--- src/rtl/alu_in_arb_pkg.sv ---
// Shared types and defaults for the multi-channel ALU_in round-robin arbiter.
package alu_in_arb_pkg;

    localparam int unsigned OP_W               = 3;
    localparam int unsigned ALU_RST_CYCLES_DEF = 2;

    typedef logic [OP_W-1:0] alu_op_t;

    typedef enum logic {
        HOLD = 1'b0,
        RUN  = 1'b1
    } arb_state_e;

endpackage

--- src/rtl/alu_in_ch_fifo.sv ---
// Per-channel beat buffer: {op, a, b} FIFO with synchronous clear.
// Occupancy flags decode straight from the registered count.
module alu_in_ch_fifo
    import alu_in_arb_pkg::*;
#(
    parameter  int unsigned OP_WIDTH = 8,
    parameter  int unsigned IN_DEPTH = 2,
    localparam int unsigned DATA_W   = OP_W + 2 * OP_WIDTH
) (
    input  logic              clk,
    input  logic              rst_n,
    input  logic              clr,
    input  logic              push,
    input  logic              pop,
    input  logic [DATA_W-1:0] din,
    output logic [DATA_W-1:0] rd_data_c,
    output logic              empty_c,
    output logic              full_c
);

    localparam int unsigned PTR_W = $clog2(IN_DEPTH);
    localparam int unsigned CNT_W = PTR_W + 1;

    logic [DATA_W-1:0] mem_q [IN_DEPTH];
    logic [DATA_W-1:0] mem_d [IN_DEPTH];
    logic [PTR_W-1:0]  wr_ptr_q, wr_ptr_d;
    logic [PTR_W-1:0]  rd_ptr_q, rd_ptr_d;
    logic [CNT_W-1:0]  count_q, count_d;

    // Next-state for storage, pointers (natural power-of-2 wrap) and count.
    always_comb begin
        mem_d    = mem_q;
        wr_ptr_d = wr_ptr_q;
        rd_ptr_d = rd_ptr_q;
        count_d  = count_q;
        if (clr) begin
            wr_ptr_d = '0;
            rd_ptr_d = '0;
            count_d  = '0;
        end else begin
            if (push) begin
                mem_d[wr_ptr_q] = din;
                wr_ptr_d        = wr_ptr_q + PTR_W'(1);
            end
            if (pop) begin
                rd_ptr_d = rd_ptr_q + PTR_W'(1);
            end
            if (push && !pop) begin
                count_d = count_q + CNT_W'(1);
            end else if (!push && pop) begin
                count_d = count_q - CNT_W'(1);
            end
        end
    end

    // Buffer state registers.
    always_ff @(posedge clk or negedge rst_n) begin
        if (!rst_n) begin
            mem_q    <= '{default: '0};
            wr_ptr_q <= '0;
            rd_ptr_q <= '0;
            count_q  <= '0;
        end else begin
            mem_q    <= mem_d;
            wr_ptr_q <= wr_ptr_d;
            rd_ptr_q <= rd_ptr_d;
            count_q  <= count_d;
        end
    end

    assign rd_data_c = mem_q[rd_ptr_q];
    assign empty_c   = (count_q == '0);
    assign full_c    = (count_q == CNT_W'(IN_DEPTH));

endmodule

--- src/rtl/alu_in_rr_arbiter.sv ---
// Multi-channel ALU_in front end: per-channel buffers, round-robin issue onto
// one registered output bus with channel tag, and ALU soft-reset generation.
// Optional per-channel grant counters: define ALU_IN_RR_ARB_STATS_EN.
module alu_in_rr_arbiter
    import alu_in_arb_pkg::*;
#(
    parameter  int unsigned NUM_CH         = 4,
    parameter  int unsigned OP_WIDTH       = 8,
    parameter  int unsigned IN_DEPTH       = 2,
    parameter  int unsigned ALU_RST_CYCLES = ALU_RST_CYCLES_DEF,
    localparam int unsigned CH_ID_W        = $clog2(NUM_CH)
) (
    input  logic                         clk,
    input  logic                         rst,
    input  logic                         flush,
    input  logic [NUM_CH-1:0]            ch_valid,
    output logic [NUM_CH-1:0]            ch_ready,
    input  logic [NUM_CH*OP_W-1:0]       ch_op,
    input  logic [NUM_CH*OP_WIDTH-1:0]   ch_a,
    input  logic [NUM_CH*OP_WIDTH-1:0]   ch_b,
    output logic                         alu_rst,
    output logic                         valid,
    input  logic                         ready,
    output logic [OP_W-1:0]              op,
    output logic [OP_WIDTH-1:0]          a,
    output logic [OP_WIDTH-1:0]          b,
    output logic [CH_ID_W-1:0]           ch_id
`ifdef ALU_IN_RR_ARB_STATS_EN
    ,
    output logic [NUM_CH*16-1:0]         grant_cnt
`endif
);

    localparam int unsigned DATA_W = OP_W + 2 * OP_WIDTH;
    localparam int unsigned HCNT_W = $clog2(ALU_RST_CYCLES) + 1;

    arb_state_e            state_q, state_d;
    logic [HCNT_W-1:0]     hold_cnt_q, hold_cnt_d;
    logic                  alu_rst_q, alu_rst_d;
    logic                  run;
    logic                  load;

    logic [NUM_CH-1:0]     push, pop, empty_c, full_c;
    logic [DATA_W-1:0]     rd_data_c [NUM_CH];

    logic                  grant_vld_c;
    logic [CH_ID_W-1:0]    grant_idx_c;
    logic [CH_ID_W-1:0]    cand_c;

    logic                  valid_q, valid_d;
    alu_op_t               op_q, op_d;
    logic [OP_WIDTH-1:0]   a_q, a_d, b_q, b_d;
    logic [CH_ID_W-1:0]    ch_id_q, ch_id_d;
    logic [CH_ID_W-1:0]    rr_q, rr_d;

    assign run  = (state_q == RUN);
    assign load = run && !flush && (!valid_q || ready);

    // Channel buffers; beats offered during a flush cycle are dropped.
    for (genvar i = 0; i < NUM_CH; i++) begin : g_ch
        assign push[i] = ch_valid[i] && ch_ready[i] && !flush;
        assign pop[i]  = load && grant_vld_c && (grant_idx_c == CH_ID_W'(i));

        alu_in_ch_fifo #(
            .OP_WIDTH (OP_WIDTH),
            .IN_DEPTH (IN_DEPTH)
        ) u_fifo (
            .clk       (clk),
            .rst_n     (rst),
            .clr       (flush),
            .push      (push[i]),
            .pop       (pop[i]),
            .din       ({ch_op[OP_W*i +: OP_W], ch_a[OP_WIDTH*i +: OP_WIDTH],
                         ch_b[OP_WIDTH*i +: OP_WIDTH]}),
            .rd_data_c (rd_data_c[i]),
            .empty_c   (empty_c[i]),
            .full_c    (full_c[i])
        );
    end

    assign ch_ready = run ? ~full_c : '0;

    // HOLD/RUN next-state; alu_rst tracks the next state so it is a flop output.
    always_comb begin
        state_d    = state_q;
        hold_cnt_d = hold_cnt_q;
        case (state_q)
            HOLD: begin
                if (flush) begin
                    hold_cnt_d = '0;
                end else if (hold_cnt_q == HCNT_W'(ALU_RST_CYCLES - 1)) begin
                    state_d    = RUN;
                    hold_cnt_d = '0;
                end else begin
                    hold_cnt_d = hold_cnt_q + HCNT_W'(1);
                end
            end
            RUN: begin
                if (flush) begin
                    state_d    = HOLD;
                    hold_cnt_d = '0;
                end
            end
            default: begin
                state_d    = HOLD;
                hold_cnt_d = '0;
            end
        endcase
        alu_rst_d = (state_d == HOLD);
    end

    // Round-robin pick: first non-empty channel strictly after rr_q, wrapping.
    always_comb begin
        grant_vld_c = 1'b0;
        grant_idx_c = rr_q;
        cand_c      = '0;
        for (int unsigned k = 1; k <= NUM_CH; k++) begin
            cand_c = CH_ID_W'((32'(rr_q) + k) % NUM_CH);
            if (!grant_vld_c && !empty_c[cand_c]) begin
                grant_vld_c = 1'b1;
                grant_idx_c = cand_c;
            end
        end
    end

    // Output stage and rr pointer; held while valid && !ready.
    always_comb begin
        valid_d = valid_q;
        op_d    = op_q;
        a_d     = a_q;
        b_d     = b_q;
        ch_id_d = ch_id_q;
        rr_d    = rr_q;
        if (flush) begin
            valid_d = 1'b0;
            op_d    = '0;
            a_d     = '0;
            b_d     = '0;
            ch_id_d = '0;
            rr_d    = CH_ID_W'(NUM_CH - 1);
        end else if (load) begin
            if (grant_vld_c) begin
                valid_d           = 1'b1;
                {op_d, a_d, b_d}  = rd_data_c[grant_idx_c];
                ch_id_d           = grant_idx_c;
                rr_d              = grant_idx_c;
            end else begin
                valid_d = 1'b0;
            end
        end
    end

    // Control and output registers.
    always_ff @(posedge clk or negedge rst) begin
        if (!rst) begin
            state_q    <= HOLD;
            hold_cnt_q <= '0;
            alu_rst_q  <= 1'b1;
            valid_q    <= 1'b0;
            op_q       <= '0;
            a_q        <= '0;
            b_q        <= '0;
            ch_id_q    <= '0;
            rr_q       <= CH_ID_W'(NUM_CH - 1);
        end else begin
            state_q    <= state_d;
            hold_cnt_q <= hold_cnt_d;
            alu_rst_q  <= alu_rst_d;
            valid_q    <= valid_d;
            op_q       <= op_d;
            a_q        <= a_d;
            b_q        <= b_d;
            ch_id_q    <= ch_id_d;
            rr_q       <= rr_d;
        end
    end

    assign alu_rst = alu_rst_q;
    assign valid   = valid_q;
    assign op      = op_q;
    assign a       = a_q;
    assign b       = b_q;
    assign ch_id   = ch_id_q;

`ifdef ALU_IN_RR_ARB_STATS_EN
    // Saturating per-channel grant counters, cleared by flush.
    for (genvar i = 0; i < NUM_CH; i++) begin : g_stats
        logic [15:0] gcnt_q, gcnt_d;

        always_comb begin
            gcnt_d = gcnt_q;
            if (flush) begin
                gcnt_d = '0;
            end else if (pop[i] && (gcnt_q != 16'hFFFF)) begin
                gcnt_d = gcnt_q + 16'd1;
            end
        end

        always_ff @(posedge clk or negedge rst) begin
            if (!rst) begin
                gcnt_q <= '0;
            end else begin
                gcnt_q <= gcnt_d;
            end
        end

        assign grant_cnt[16*i +: 16] = gcnt_q;
    end
`endif

endmodule

--- config.mk ---
export PLATFORM = sky130hd
export DESIGN_NAME = alu_in_rr_arbiter
export DESIGN_NICKNAME = d
export VERILOG_FILES = /design/src/rtl/alu_in_arb_pkg.sv /design/src/rtl/alu_in_ch_fifo.sv /design/src/rtl/alu_in_rr_arbiter.sv
export SDC_FILE = /design/constraint.sdc
export NUM_CORES = 1
export LEC_CHECK = 0
export BUFFER_PORTS_ARGS = -buffer_cell sky130_fd_sc_hd__buf_2
export CAP_MARGIN = 20
export CORE_UTILIZATION = 59
export CTS_CLUSTER_DIAMETER = 30
export DETAILED_ROUTE_END_ITERATION = 6
export PLACE_DENSITY = 0.81
export SKIP_LAST_GASP = 1
export SLEW_MARGIN = 20
export SYNTH_ARGS = -nofsm -noshare
export SYNTH_HDL_FRONTEND = slang
export SYNTH_SLANG_ARGS = --single-unit
--- constraint.sdc ---
create_clock -name clk -period 2.49 [get_ports clk]
set_input_delay 0 -clock clk [delete_from_list [all_inputs] [get_ports clk]]
set_output_delay 0 -clock clk [all_outputs]
set_load 0.01 [all_outputs]
======== Word-level counts from Yosys, hierarchy flattened ========
Index checks and enable logic that the tools add are counted.
operators by class
  add/subtract/negate cells ............... 21
  $mul .................................... 0
  divide/modulo/power cells ............... 0
  order comparisons ....................... 17
  equal/unequal tests ..................... 9
  shift-type cells ........................ 0
  muxes and demuxes ....................... 96
  bitwise operators ....................... 13
  reduce and logical (&&, ||, !) cells .... 70
operators with widths
  cell                                                                   number
  19-bit two-way mux                                                     18
  38-bit bitwise mux                                                     4
  19-bit demux with 1-bit select                                         4
  8-bit two-way mux                                                      6
  2-bit two-way mux                                                      23
  19-bit binary-select mux with 2-bit select                             1
  1-bit logical AND                                                      30
  1-bit two-way mux                                                      30
  2-bit nonzero test                                                     10
  2-bit >= comparator (second input constant)                            8
  1-bit NOT with 2-bit output                                            8
  1-bit zero test                                                        15
  2-bit by 1-bit adder with 2-bit output (second input constant)         7
  2-bit == test (second input constant)                                  6
  2-bit by 3-bit < comparator with 1-bit output (second input constant)  4
  3-bit nonzero test                                                     4
  2-bit zero test                                                        5
  2-bit AND reduction                                                    5
  3-bit two-way mux                                                      3
  1-bit adder (second input constant)                                    8
  1-bit binary-select mux with 2-bit select                              4
  2-bit by 1-bit < comparator with 1-bit output (second input constant)  4
  2-bit by 1-bit subtractor with 2-bit output (second input constant)    4
  2-bit adder (second input constant)                                    2
  other kinds (10)                                                       13
storage, ports and cells
  bits in registers ....................... 196
  bits in latches ......................... 0
  bits in writable memories ............... 0
  bits in read-only memories .............. 0
  input port bits ......................... 84
  output and inout bits ................... 27
  word-level logic and storage cells ...... 255
  memories ................................ 0

======== Depth between registers and ports, before layout ========
  depth in word-level cells ............... 19
  depth in mapped cells ................... 9
  depth with buffers taken out ............ 5

======== Cells and area by module ========
A second synthesis with hierarchy kept.
second synthesis, totals
  cell total of the unflattened synthesis .. 652
  area total of the unflattened synthesis .. 9589.2 µm²
by module, submodules not included
  module             times used  cells an instance  area each (µm²)  sequential area each (µm²)
  alu_in_ch_fifo     4           121                1943.1           1051.0
  alu_in_rr_arbiter  1           168                1816.7           704.4

======== Worst setup path after synthesis ========
No wires, ideal clock.
  kind .................................... flip-flop to flip-flop
  start ................................... register rr_q[0]
  end ..................................... register g_ch[1].u_fifo.count_q[1]
  arrival ................................. 1.996 ns
  path slack .............................. 0.356 ns
  cell stages (with the launch flop) ...... 7
  cell sequence ........................... dfstp_2 > clkbuf_1 > inv_1 > a32o_2 > nor3_4 > nor2_1 > or4b_1
between the ends
  longest elaborated chain between the ends .. 18
RTL lines
  what                                                                                  line                      source
  start: declaration                                                                    alu_in_rr_arbiter.sv:54   logic [CH_ID_W-1:0] rr_q, rr_d;
  start signal: assignment                                                              alu_in_rr_arbiter.sv:164  rr_q <= CH_ID_W'(NUM_CH - 1);
  start signal: assignment                                                              alu_in_rr_arbiter.sv:174  rr_q <= rr_d;
  2-bit adder                                                                           alu_in_rr_arbiter.sv:118  cand_c = CH_ID_W'((32'(rr_q) + k) % NUM_CH);
  1-bit binary-select mux with 2-bit select                                             alu_in_rr_arbiter.sv:119  if (!grant_vld_c && !empty_c[cand_c]) begin
  1-bit two-way mux (implied by the code)                                               alu_in_rr_arbiter.sv:119
  1-bit zero test                                                                       alu_in_rr_arbiter.sv:119
  1-bit logical AND                                                                     alu_in_rr_arbiter.sv:119
  1-bit two-way mux                                                                     alu_in_rr_arbiter.sv:119
  1-bit zero test                                                                       alu_in_rr_arbiter.sv:119
  1-bit logical AND                                                                     alu_in_rr_arbiter.sv:119
  [2 not listed]                                                                        n/a
  1-bit logical AND                                                                     alu_in_rr_arbiter.sv:119
  2-bit two-way mux / 1-bit two-way mux (equally long branches)                         alu_in_rr_arbiter.sv:119
  2-bit by 1-bit == test with 1-bit output / 1-bit logical AND (equally long branches)  alu_in_rr_arbiter.sv:62   assign pop[i] = load && grant_vld_c && (grant_idx_c == CH_ID_W'(i));
  1-bit logical AND (*)                                                                 alu_in_rr_arbiter.sv:62
  1-bit zero test                                                                       alu_in_ch_fifo.sv:48      if (push && !pop) begin
  1-bit logical AND                                                                     alu_in_ch_fifo.sv:48
  2-bit two-way mux                                                                     alu_in_ch_fifo.sv:48
  2-bit two-way mux                                                                     alu_in_ch_fifo.sv:36      if (clr) begin
  end signal: assignment                                                                alu_in_ch_fifo.sv:67      count_q <= count_d;
  end: declaration                                                                      alu_in_ch_fifo.sv:28      logic [CNT_W-1:0] count_q, count_d;
Mark *: on every way between the ends. The rest lies on a longest branch, timed or not. The select of a mux whose other input is x is not followed.
A chain may end at the register's enable or synchronous reset.

======== Final worst setup path ========
  start ................................... register g_ch[3].u_fifo.count_q[0]
  end ..................................... register a_q[7] (netlist: a[7])
between the ends
  longest elaborated chain between the ends .. 19
RTL lines
  what                                                    line                      source
  start: declaration                                      alu_in_ch_fifo.sv:28
  start signal: assignment                                alu_in_ch_fifo.sv:67
  2-bit zero test (*)                                     alu_in_ch_fifo.sv:72      assign empty_c = (count_q == '0);
  1-bit binary-select mux with 2-bit select               alu_in_rr_arbiter.sv:119
  1-bit two-way mux (implied by the code)                 alu_in_rr_arbiter.sv:119
  1-bit zero test                                         alu_in_rr_arbiter.sv:119
  1-bit logical AND                                       alu_in_rr_arbiter.sv:119
  1-bit two-way mux                                       alu_in_rr_arbiter.sv:119
  1-bit zero test                                         alu_in_rr_arbiter.sv:119
  1-bit logical AND                                       alu_in_rr_arbiter.sv:119
  [2 not listed]                                          n/a
  1-bit logical AND                                       alu_in_rr_arbiter.sv:119
  2-bit two-way mux                                       alu_in_rr_arbiter.sv:119
  2-bit NOT with 3-bit output (implied by the code)       alu_in_rr_arbiter.sv:144  {op_d, a_d, b_d} = rd_data_c[grant_idx_c];
  19-bit binary-select mux with 2-bit select              alu_in_rr_arbiter.sv:144
  19-bit two-way mux (implied by the code) (2 in series)  alu_in_rr_arbiter.sv:144
  8-bit two-way mux                                       alu_in_rr_arbiter.sv:142  if (grant_vld_c) begin
  8-bit two-way mux                                       alu_in_rr_arbiter.sv:141  end else if (load) begin
  8-bit two-way mux                                       alu_in_rr_arbiter.sv:134  if (flush) begin
  end signal: assignment                                  alu_in_rr_arbiter.sv:161  a_q <= '0;
  end signal: assignment                                  alu_in_rr_arbiter.sv:171  a_q <= a_d;
  end: declaration                                        alu_in_rr_arbiter.sv:52   logic [OP_WIDTH-1:0] a_q, a_d, b_q, b_d;
Marked as above.

==> key figures <==
Synthesis
  • Synth area leaders: dfrtp_1 52%, mux2_2 23%, mux2i_1 4.1%
  • Post-synthesis async set-or-reset flop share: 100%
  • Mapped cell area: 9380 um^2
  • Syn Nets: 816
  • Synth top area share: 51.5%
  • Yosys warns: 0
  • Main flop type after synthesis: dfrtp_1
  • Largest area contributor in the netlist: dfrtp_1
  • Post-synthesis sequential area ratio: 52.4%
  • Post-Synthesis Cells: 732
  • Flops & latches, synth: 196
  • Syn avg cell area: 12.8 um^2
  • Synth cell types: 61
  • EDFF count, synth: 0

Worst setup path
  • Slowest-stage cell, CP: a221oi_1
  • CP Class: flop to flop
  • CP Max Fanout: 15
  • Required time of the critical path: 2.87 ns
  • Startpoint Class: flop
  • CP Capture Type: flop
  • CP Data Arrival Time: 2.83 ns
  • Worst-path cell chain: or2_1 -> a32o_1 -> or2_1 -> a221oi_1 -> a22o_1
  • Worst path max stage delay: 0.61 ns
  • Cell mode on critical path: or2_1

CTS
  • Worst-Skew Late Latency: 0.44 ns
  • Num CTS Buffers: 17
  • Clock Path Buffers: 2
  • Clk root buf: clkbuf_16
  • Clock Pin Slew Worst Setup and Hold Paths: 0.07 ns
  • CTS tree: built
  • Clock Sinks: 196
  • CTS H-tree depth: 4

Power
  • Peak supply drop: 671 uV
  • Clk pwr share: 23.5%
  • Power Density: 970 nW/um^2
  • Leakage power: 5.24 nW
  • Sequential fraction of design power: 42.4%
  • Combinational fraction of design power: 34.1%
  • Sw frac: 34.4%
  • NetSw: 3.89 mW
  • Final Power: 11.3 mW
  • Internal: 7.43 mW

Layout
  • Post-route cell area: 11700 um^2
  • Final nets: 1013
  • ANT cells: 0
  • Footprint of the multi-input gates: 4210 um^2
  • Fillers: 982
  • Reg area: 4910 um^2
  • Share of layout cells above drive strength 1: 40.6%
  • Area Overhead vs Synth: 24.4%

Worst hold path
  • Hold WC Path Type: primary input to flop

Floorplanning
  • Core ar.: 15400 um^2
  • Die Width: 128 um
  • I/O Pins: 111
  • Die Height: 128 um
  • # rows: 45
  • Initial core utilization: 61.0%
  • Die Area: 16400 um^2

Drt
  • Vias/cell: 6.12
  • Met3 WL: 1.54 mm
  • Initial DRC Count: 657
  • Top routing layer in use: met4
  • Met2 wire length: 12.2 mm
  • Met1 wire length: 10.5 mm
  • DR pass1 iterations: 5
  • Post-route ant nets: 0
  • Detailed-route via count: 7052
  • Drt total wl: 25.3 mm
  • Wire length per cell: 21.9 um
  • DRC viols: 0

STA
  • Worst hold margin: 0.0740 ns
  • Final worst path period need: 2.45 ns
  • Worst Skew: 0.00789 ns
  • Relative slew slack: 28.2%
  • Measured slew at the worst slew-check pin: 1.08 ns
  • Endpoints failing setup: 0
  • Unrepaired setup endpoints after global routing: yes
  • Final Worst Setup Slack: 0.0406 ns
  • Period utilization: 98.4%
  • Slew Limit Fails: 0
  • Fmax: 408 MHz
  • Setup total negative slack: 0 ns
  • Final hold violation count: 0

Placed design
  • Post-DP HPWL: 17.3 mm
  • DP Worst Slack: 0.130 ns
  • RD Place Congestion: 0.969
  • Post-DP Area: 10300 um^2
  • Port-buffer cells: 110

GRT
  • GRT overflow: 0
  • Largest net degree at the start of global routing: 108
  • First-pass GRT wire length: 40.0 mm
  • Vias in the first global route: 7375
  • Total GRT Usage: 32.8%
  • Initial antenna violation count: 0

Run
  • Total of max-cap violations: 0

Run status
  • Run status: finished, final reports clean
stage by stage:
step | utilization [%] | std cells
floorplan | - | 732
global placement | 66.8 | 1038
detailed placement | 66.8 | 1038
CTS | 75.7 | 1150
global route | 75.9 | 1152
finish | 75.9 | 1152
layer usage:
| layer | vias up | track usage (%) |
|---|---|---|
| met1 | 3554 | 41.9 |
| met5 | - | 0 |
| met4 | 0 | 16.1 |
| li1 | 3155 | - |
| met2 | 280 | 53.8 |
| met3 | 63 | 6.55 |
power by group through the flow:
stage / sequential [mW] / clock (mW) / combinational (mW)
final: 4.79 / 2.66 / 3.86
after global routing: 4.90 / 2.79 / 4.14
after CTS: 4.77 / 2.69 / 3.75
after detailed placement: 4.81 / 0 / 3.63
after global placement: 4.73 / 0 / 3.51
after floorplan: 4.57 / 0 / 2.54
layout by cell type, fill, tap and decap left out, drive strengths merged, types with 5 or more instances in the layout:
| cell type | synthesis | routed |
|---|---|---|
| mux2 | 190 | 190 |
| o21ai | 36 | 36 |
| nor3 | 10 | 10 |
| a21oi | 20 | 20 |
| a221oi | 17 | 17 |
| mux2i | 38 | 38 |
| inv | 11 | 11 |
| a22o | 15 | 15 |
| nor2 | 17 | 17 |
| nor4 | 18 | 18 |
| clkbuf | 27 | 24 |
| nand4 | 7 | 7 |
| o211ai | 5 | 5 |
| dlygate4sd3 | 0 | 81 |
| xnor2 | 5 | 5 |
| nor3b | 7 | 7 |
| buf | 21 | 145 |
| nand2 | 9 | 9 |
| nand3 | 17 | 17 |
| dfrtp | 193 | 193 |
| a31oi | 17 | 17 |
kinds of logic after synthesis:
family,count (synthesis),synth area share [%]
simple gates,106,7.01
xor+xnor,9,0.841
buf+inv,59,2.79
compound gates,134,10.1
flops,196,52.4
mux,228,26.9
synth_stat cells (3+ instances only):
cell,n
inv_1,11
nand2_1,9
mux2_2,190
o221ai_1,4
xor2_1,4
nor3_2,5
nand2b_1,4
or3_1,4
o21ai_0,35
nor4_1,16
mux2i_1,38
a221oi_1,16
o211ai_1,5
nand3_1,16
dfstp_2,3
nor3b_1,7
a22o_1,15
a21oi_1,20
nor3_1,4
nor2_1,17
or2_1,3
dfrtp_1,193
a31oi_1,17
xnor2_1,5
clkbuf_1,25
buf_2,18
nand4_1,7
repair_timing:
action                     CTS  global route
setup buffers                0             2
setup endpoints to repair    0             6
hold endpoints to repair   357             0
resized for setup            0             2
hold buffers                81             0
worst max-delay path: cells and delay by family, from the launching register on:
kind,cells,cell delay (ns)
flops,1,0.48
simple gates,2,0.79
compound gates,3,1.12
path summary, 6_finish.rpt:
path                                           start                         to  slack [ns]  cells after the start
max in group asynchronous                        rst  g_ch[1].u_fifo.count_q[1]        1.26                      3
hold / removal                           ch_valid[3]  g_ch[3].u_fifo.count_q[1]        0.07                      5
setup reg to reg           g_ch[3].u_fifo.count_q[0]                       a[7]        0.04                      5
min in group asynchronous                        rst                    rr_q[0]        0.11                      2
setup / recovery           g_ch[3].u_fifo.count_q[0]                       a[7]        0.04                      5
hold reg to reg                             ch_id[1]                   ch_id[1]        0.50                      2
sequential cells by signal, indices dropped and copies added, names as in the netlist:
signal / flops
alu_rst: 1
g_ch.u_fifo.count_q: 8
g_ch.u_fifo.rd_ptr_q: 4
rr_q: 2
valid: 1
op: 3
b: 8
a: 8
run: 1
ch_id: 2
hold_cnt_q: 2
g_ch.u_fifo.mem_q: 152
g_ch.u_fifo.wr_ptr_q: 4
cell type report:
class,instances,area share (%)
clock buffers,24,4.22
clock inverters,7,0.633
inverters,11,0.354
multi-input cells,477,36.1
flip-flops and latches,196,42.1
well taps,211,2.26
repair buffers,226,14.3
(Power assumes the default switching activity.)
